[config.mk]
export PLATFORM = sky130hd
export DESIGN_NAME = object_memory_controller
export DESIGN_NICKNAME = d
export VERILOG_FILES = /design/src/rtl/object_memory_controller.sv
export SDC_FILE = /design/constraint.sdc
export NUM_CORES = 2
export LEC_CHECK = 0
export BUFFER_PORTS_ARGS = -buffer_cell sky130_fd_sc_hd__buf_4
export CAP_MARGIN = 15
export CELL_PAD_IN_SITES_DETAIL_PLACEMENT = 0
export CELL_PAD_IN_SITES_GLOBAL_PLACEMENT = 1
export CORE_ASPECT_RATIO = 1.5
export CORE_MARGIN = 5
export CORE_UTILIZATION = 51
export DETAILED_ROUTE_END_ITERATION = 8
export PLACE_DENSITY = 0.81
export SLEW_MARGIN = 30
export SYNTH_ARGS = -nofsm -noshare
export SYNTH_HDL_FRONTEND = slang
export SYNTH_SLANG_ARGS = --single-unit
[constraint.sdc]
create_clock -name clk -period 10 [get_ports clk]
set_input_delay 1 -clock clk [delete_from_list [all_inputs] [get_ports clk]]
set_output_delay 1 -clock clk [all_outputs]
set_load 0.01 [all_outputs]
[src/rtl/object_memory_controller.sv]
// Object memory owner: grants the new-game handshake, checks the board load stream
// for order and completeness, then serves game-logic writes and two synchronous reads.
module object_memory_controller #(
    parameter int BOARD_CELLS   = 106,
    parameter int GRANT_TIMEOUT = 16
) (
    input  logic        clk,
    input  logic        reset,
    input  logic        new_game_request,
    output logic        new_game_in_progress,
    input  logic        resetting,
    input  logic        new_game_ready,
    input  logic [6:0]  address_write_om,
    input  logic [10:0] data_write_om,
    input  logic        wren,
    input  logic [6:0]  game_address,
    input  logic [10:0] game_data_write,
    input  logic        game_wren,
    output logic [10:0] game_data_read,
    input  logic [6:0]  display_address,
    output logic [10:0] display_data,
    output logic        board_valid,
    output logic        load_error
);
    localparam int CNT_W = $clog2(GRANT_TIMEOUT + 1);

    typedef enum logic [1:0] {IDLE, GRANT, LOADING, RUNNING} state_t;

    state_t            state, state_d;
    logic [7:0]        next_expected, next_expected_d;
    logic [CNT_W-1:0]  grant_count, grant_count_d;
    logic              grant_d, error_d, drain, drain_d, resetting_q;
    logic              load_window, order_ok, order_repeat, load_complete;
    logic              mem_we;
    logic [6:0]        mem_addr;
    logic [10:0]       mem_wdata;
    logic [10:0]       mem [128];

    assign board_valid = (state == RUNNING);

    always_comb begin
        // NOTE: every signal gets a default before any branch so no latch is inferred.
        state_d         = state;
        next_expected_d = next_expected;
        grant_count_d   = grant_count;
        grant_d         = 1'b0;
        error_d         = load_error;
        drain_d         = 1'b0;
        mem_we          = 1'b0;
        mem_addr        = address_write_om;
        mem_wdata       = data_write_om;

        load_window   = (state == LOADING) || drain;
        order_ok      = ({1'b0, address_write_om} == next_expected);
        order_repeat  = ({1'b0, address_write_om} == next_expected - 8'd1);
        load_complete = new_game_ready || (resetting_q && !resetting);

        // The load stream owns the write port through the drain cycle.
        if (load_window && wren) begin
            mem_we = 1'b1;
            if (order_ok) begin
                if (next_expected != 8'hFF)
                    next_expected_d = next_expected + 8'd1;
            end else if (!order_repeat) begin
                error_d = 1'b1;
            end
        end else if (state == RUNNING && !drain && game_wren) begin
            mem_we    = 1'b1;
            mem_addr  = game_address;
            mem_wdata = game_data_write;
        end

        case (state)
            IDLE, RUNNING: begin
                if (new_game_request) begin
                    state_d         = GRANT;
                    error_d         = 1'b0;
                    next_expected_d = '0;
                    grant_count_d   = '0;
                end
            end
            GRANT: begin
                if (resetting) begin
                    state_d = LOADING;
                end else if (grant_count == CNT_W'(GRANT_TIMEOUT - 1)) begin
                    state_d = IDLE;
                    error_d = 1'b1;
                end else begin
                    grant_count_d = grant_count + 1'b1;
                    grant_d       = 1'b1;
                end
            end
            LOADING: begin
                // Completeness counts a write landing on the completion cycle itself.
                if (load_complete) begin
                    state_d = RUNNING;
                    drain_d = 1'b1;
                    if (next_expected_d != 8'(BOARD_CELLS))
                        error_d = 1'b1;
                end
            end
            default: state_d = IDLE;
        endcase
    end

    always_ff @(posedge clk or posedge reset) begin
        if (reset) begin
            state                <= IDLE;
            next_expected        <= '0;
            grant_count          <= '0;
            new_game_in_progress <= 1'b0;
            load_error           <= 1'b0;
            drain                <= 1'b0;
            resetting_q          <= 1'b0;
        end else begin
            // NOTE: non-blocking assignments so every register samples pre-edge values.
            state                <= state_d;
            next_expected        <= next_expected_d;
            grant_count          <= grant_count_d;
            new_game_in_progress <= grant_d;
            load_error           <= error_d;
            drain                <= drain_d;
            resetting_q          <= resetting;
        end
    end

    // NOTE: the array has no reset so it maps onto block RAM; contents survive reset.
    always_ff @(posedge clk) begin
        if (mem_we)
            mem[mem_addr] <= mem_wdata;
    end

    always_ff @(posedge clk or posedge reset) begin
        if (reset) begin
            game_data_read <= '0;
            display_data   <= '0;
        end else begin
            game_data_read <= mem[game_address];
            display_data   <= mem[display_address];
        end
    end
endmodule

==> flow_metrics.env <==
export IMPL_status="finished clean"
export IMPL_io_buffers=74
export IMPL_final_hold_viol_count=0
export IMPL_firstDrtPassIters=6
export IMPL_syn_num_nets=3243
export IMPL_initial_core_util_pct=51.39
export IMPL_ctsHoldBuffers=0
export IMPL_routed_wl_um=195800
export IMPL_avgSynthCellArea_um2=21.26
export IMPL_async_flop_share_pct=2.830
export IMPL_dp_hpwl_um=134200
export IMPL_cts_tree="built"
export IMPL_min_path_type="primary input to flip-flop"
export IMPL_seq_area_frac_synth_pct=63.96
export IMPL_worst_pin_slew_ns=1.061
export IMPL_fin_crit_ns=4.440
export IMPL_post_cts_buffers=0
export IMPL_die_w_um=307.5
export IMPL_cts_resized=0
export IMPL_max_freq_mhz=225.2
export IMPL_setup_tns_final_ns=0
export IMPL_post_place_cells=4809
export IMPL_total_leakage_power_nw=23.00
export IMPL_synthFlopType="edfxtp_1"
export IMPL_netlist_area_um2=67710
export IMPL_final_cells=5077
export IMPL_clock_sinks=1449
export IMPL_grt_max_degree=131
export IMPL_slew_headroom_pct=29.26
export IMPL_maxCapViolCount=0
export IMPL_drv_slew=0
export IMPL_synth_edf_count=1408
export IMPL_n_fill_cell=9545
export IMPL_skew_ns=0.02959
export IMPL_start_kind="flip-flop"
export IMPL_wl_per_cell_um=38.57
export IMPL_r2r_setup_slack_ns=5.56
export IMPL_rsz0062_at_grt="no"
export IMPL_area_delta_synth_final_pct=10.38
export IMPL_yosysMostFrequentCell="edfxtp_1"
export IMPL_drive_above_1_share_pct=41.34
export IMPL_synthDistinctLibCells=59
export IMPL_fp_dieArea_um2=140300
export IMPL_powerDensity_nw_per_um2=181.8
export IMPL_final_nets=3276
export IMPL_cts_buffer_depth=3
export IMPL_antenna_found_initial=26
export IMPL_cts_buffers=137
export IMPL_core_rowCount=163
export IMPL_ios=75
export IMPL_yosys_area_top_type="edfxtp_1"
export IMPL_syn_inst=3185
export IMPL_synth_commonest_cells="edfxtp_1 (1408), mux4_2 (880), nor2_1 (246), clkbuf_1 (119), buf_2 (62)"
export IMPL_drcViolationCount=0
export IMPL_gr_usage_all_layers_pct=28.03
export IMPL_finalSetupViolations=0
export IMPL_crit_type="flip-flop to flip-flop"
export IMPL_core_um2=131700
export IMPL_htree_levels=4
export IMPL_vias_per_cell=7.075
export IMPL_first_iter_violations=4364
export IMPL_synth_area_leaders="edfxtp_1 (62%), mux4_2 (29%), dfrtp_1 (1.5%)"
export IMPL_ys_warn_count=0
export IMPL_max_vdd_ir_drop_mv=0.1882
export IMPL_crit_path_end_kind="flip-flop"
export IMPL_ant_nets=0
export IMPL_grt_remaining_overflow=0
export IMPL_synth_top_cell_area_share_pct=62.44
export IMPL_place_congestion=0.9341
export IMPL_grt_pass1_vias=37130
export IMPL_clk_latency_ns=0.78
export IMPL_clkTransAtPathRegs_ns=0.06
export IMPL_ys_ff_latch=1449
export IMPL_cp_required_ns=10.38
export IMPL_vias=35920
export IMPL_die_y_um=456.3
export IMPL_grt_pass1_wl_um=279800
export IMPL_finalCritPeriodShare_pct=44.40
export IMPL_cp_arrival_ns=4.82
export IMPL_crit_path_max_fanout=40
export IMPL_cts_root_buffer="clkbuf_16"
final cells by class:
class	instances	area (um^2)	share of cell area [%]
sequential	1449	43310	57.94
multi-input combinational	1463	23460	31.39
clock buffer	155	3538	4.734
tap	1732	2167	2.900
timing repair buffer	148	1319	1.765
clock inverter	85	805.8	1.078
inverter	19	77.57	0.1038
antenna	26	65.06	0.08705
report_power, final:
group	total, mW	internal [mW]	switching, mW
clock	5.17	2.89	2.29
combinational	1.50	0.525	0.970
sequential	6.92	6.87	0.0543
registers in the layout, summed over array words and instances (netlist names):
signal	cells
state	2
next_expected	8
game_data_read	11
grant_count	5
load_error	1
display_data	11
drain	1
resetting_q	1
new_game_in_progress	1
mem	1408
cell usage in the layout (no fill, tap or decap), drive strengths merged, types with 4 or more instances in the layout:
master    instances
a21oi            32
a31oi            16
and3              4
buf             148
bufinv           13
clkbuf          155
clkinv           54
clkinvlp          9
dfrtp            41
diode            26
edfxtp         1408
ha                8
inv              28
mux2             22
mux2i            49
mux4            880
nand2            37
nand2b           12
nand3            11
nand3b            7
nor2            246
nor2b            14
nor3              6
nor3b             5
o21a              4
o21ai            27
o22ai            24
or2              13
or3               6
xor2              8
path summary, 6_finish.rpt:
path                                      from           endpoint  depth (start not counted)
worst max-delay path                  state[0]         mem[51][4]                          7
worst min-delay path                 resetting        resetting_q                          1
worst max register to register        state[0]         mem[51][4]                          7
worst min register to register  grant_count[1]     grant_count[1]                          2
max in group asynchronous                reset  game_data_read[7]                          3
min in group asynchronous                reset     grant_count[1]                          3
metrics by stage:
stage / utilization (%) / power, mW / instance area, um^2 / setup slack [ns] / hold slack, ns
global route: 56.72 / 13.94 / 74720 / 5.370 / 0.3449
finish: 56.73 / 13.59 / 74740 / 5.560 / 0.3809
global placement: 53.06 / 8.469 / 69900 / 4.477 / 0.4863
CTS: 56.59 / 13.62 / 74560 / 5.262 / 0.3224
detailed placement: 53.30 / 8.529 / 70220 / 4.621 / 0.5155
floorplan: - / 7.902 / 67710 / 6.272 / 0.4650
logic make-up (layout without fill, tap and decap cells):
group | Yosys count | in the layout | share of synthesized area [%]
multiplexers | 951 | 951 | 30.36
AND/OR/NAND/NOR | 371 | 371 | 2.410
AO/OA/AOI/OAI | 121 | 121 | 1.075
flip-flops | 1449 | 1449 | 63.96
buffers and inverters | 273 | 407 | 1.872
adder cells (fa/ha/maj) | 8 | 8 | 0.1478
XOR/XNOR | 12 | 12 | 0.1756
other | 0 | 26 | 0
worst max-delay path, stage by stage (launching register included):
cell,delay (ns)
dfrtp_1,0.42
inv_1,0.11
ha_1,0.29
a21o_4,0.50
nor2_1,0.09
a21oi_1,0.64
nand3_2,0.95
nor2_2,1.01
metal layers:
| layer | routed length [um] | track usage, % | up-vias |
|---|---|---|---|
| li1 | - | - | 13950 |
| met1 | 63860 | 34.43 | 19320 |
| met2 | 99400 | 46.46 | 2183 |
| met3 | 17680 | 5.817 | 445 |
| met4 | 14770 | 16.27 | 20 |
| met5 | 113 | 0 | - |
No activity file was read; power rests on OpenSTA's default activity.
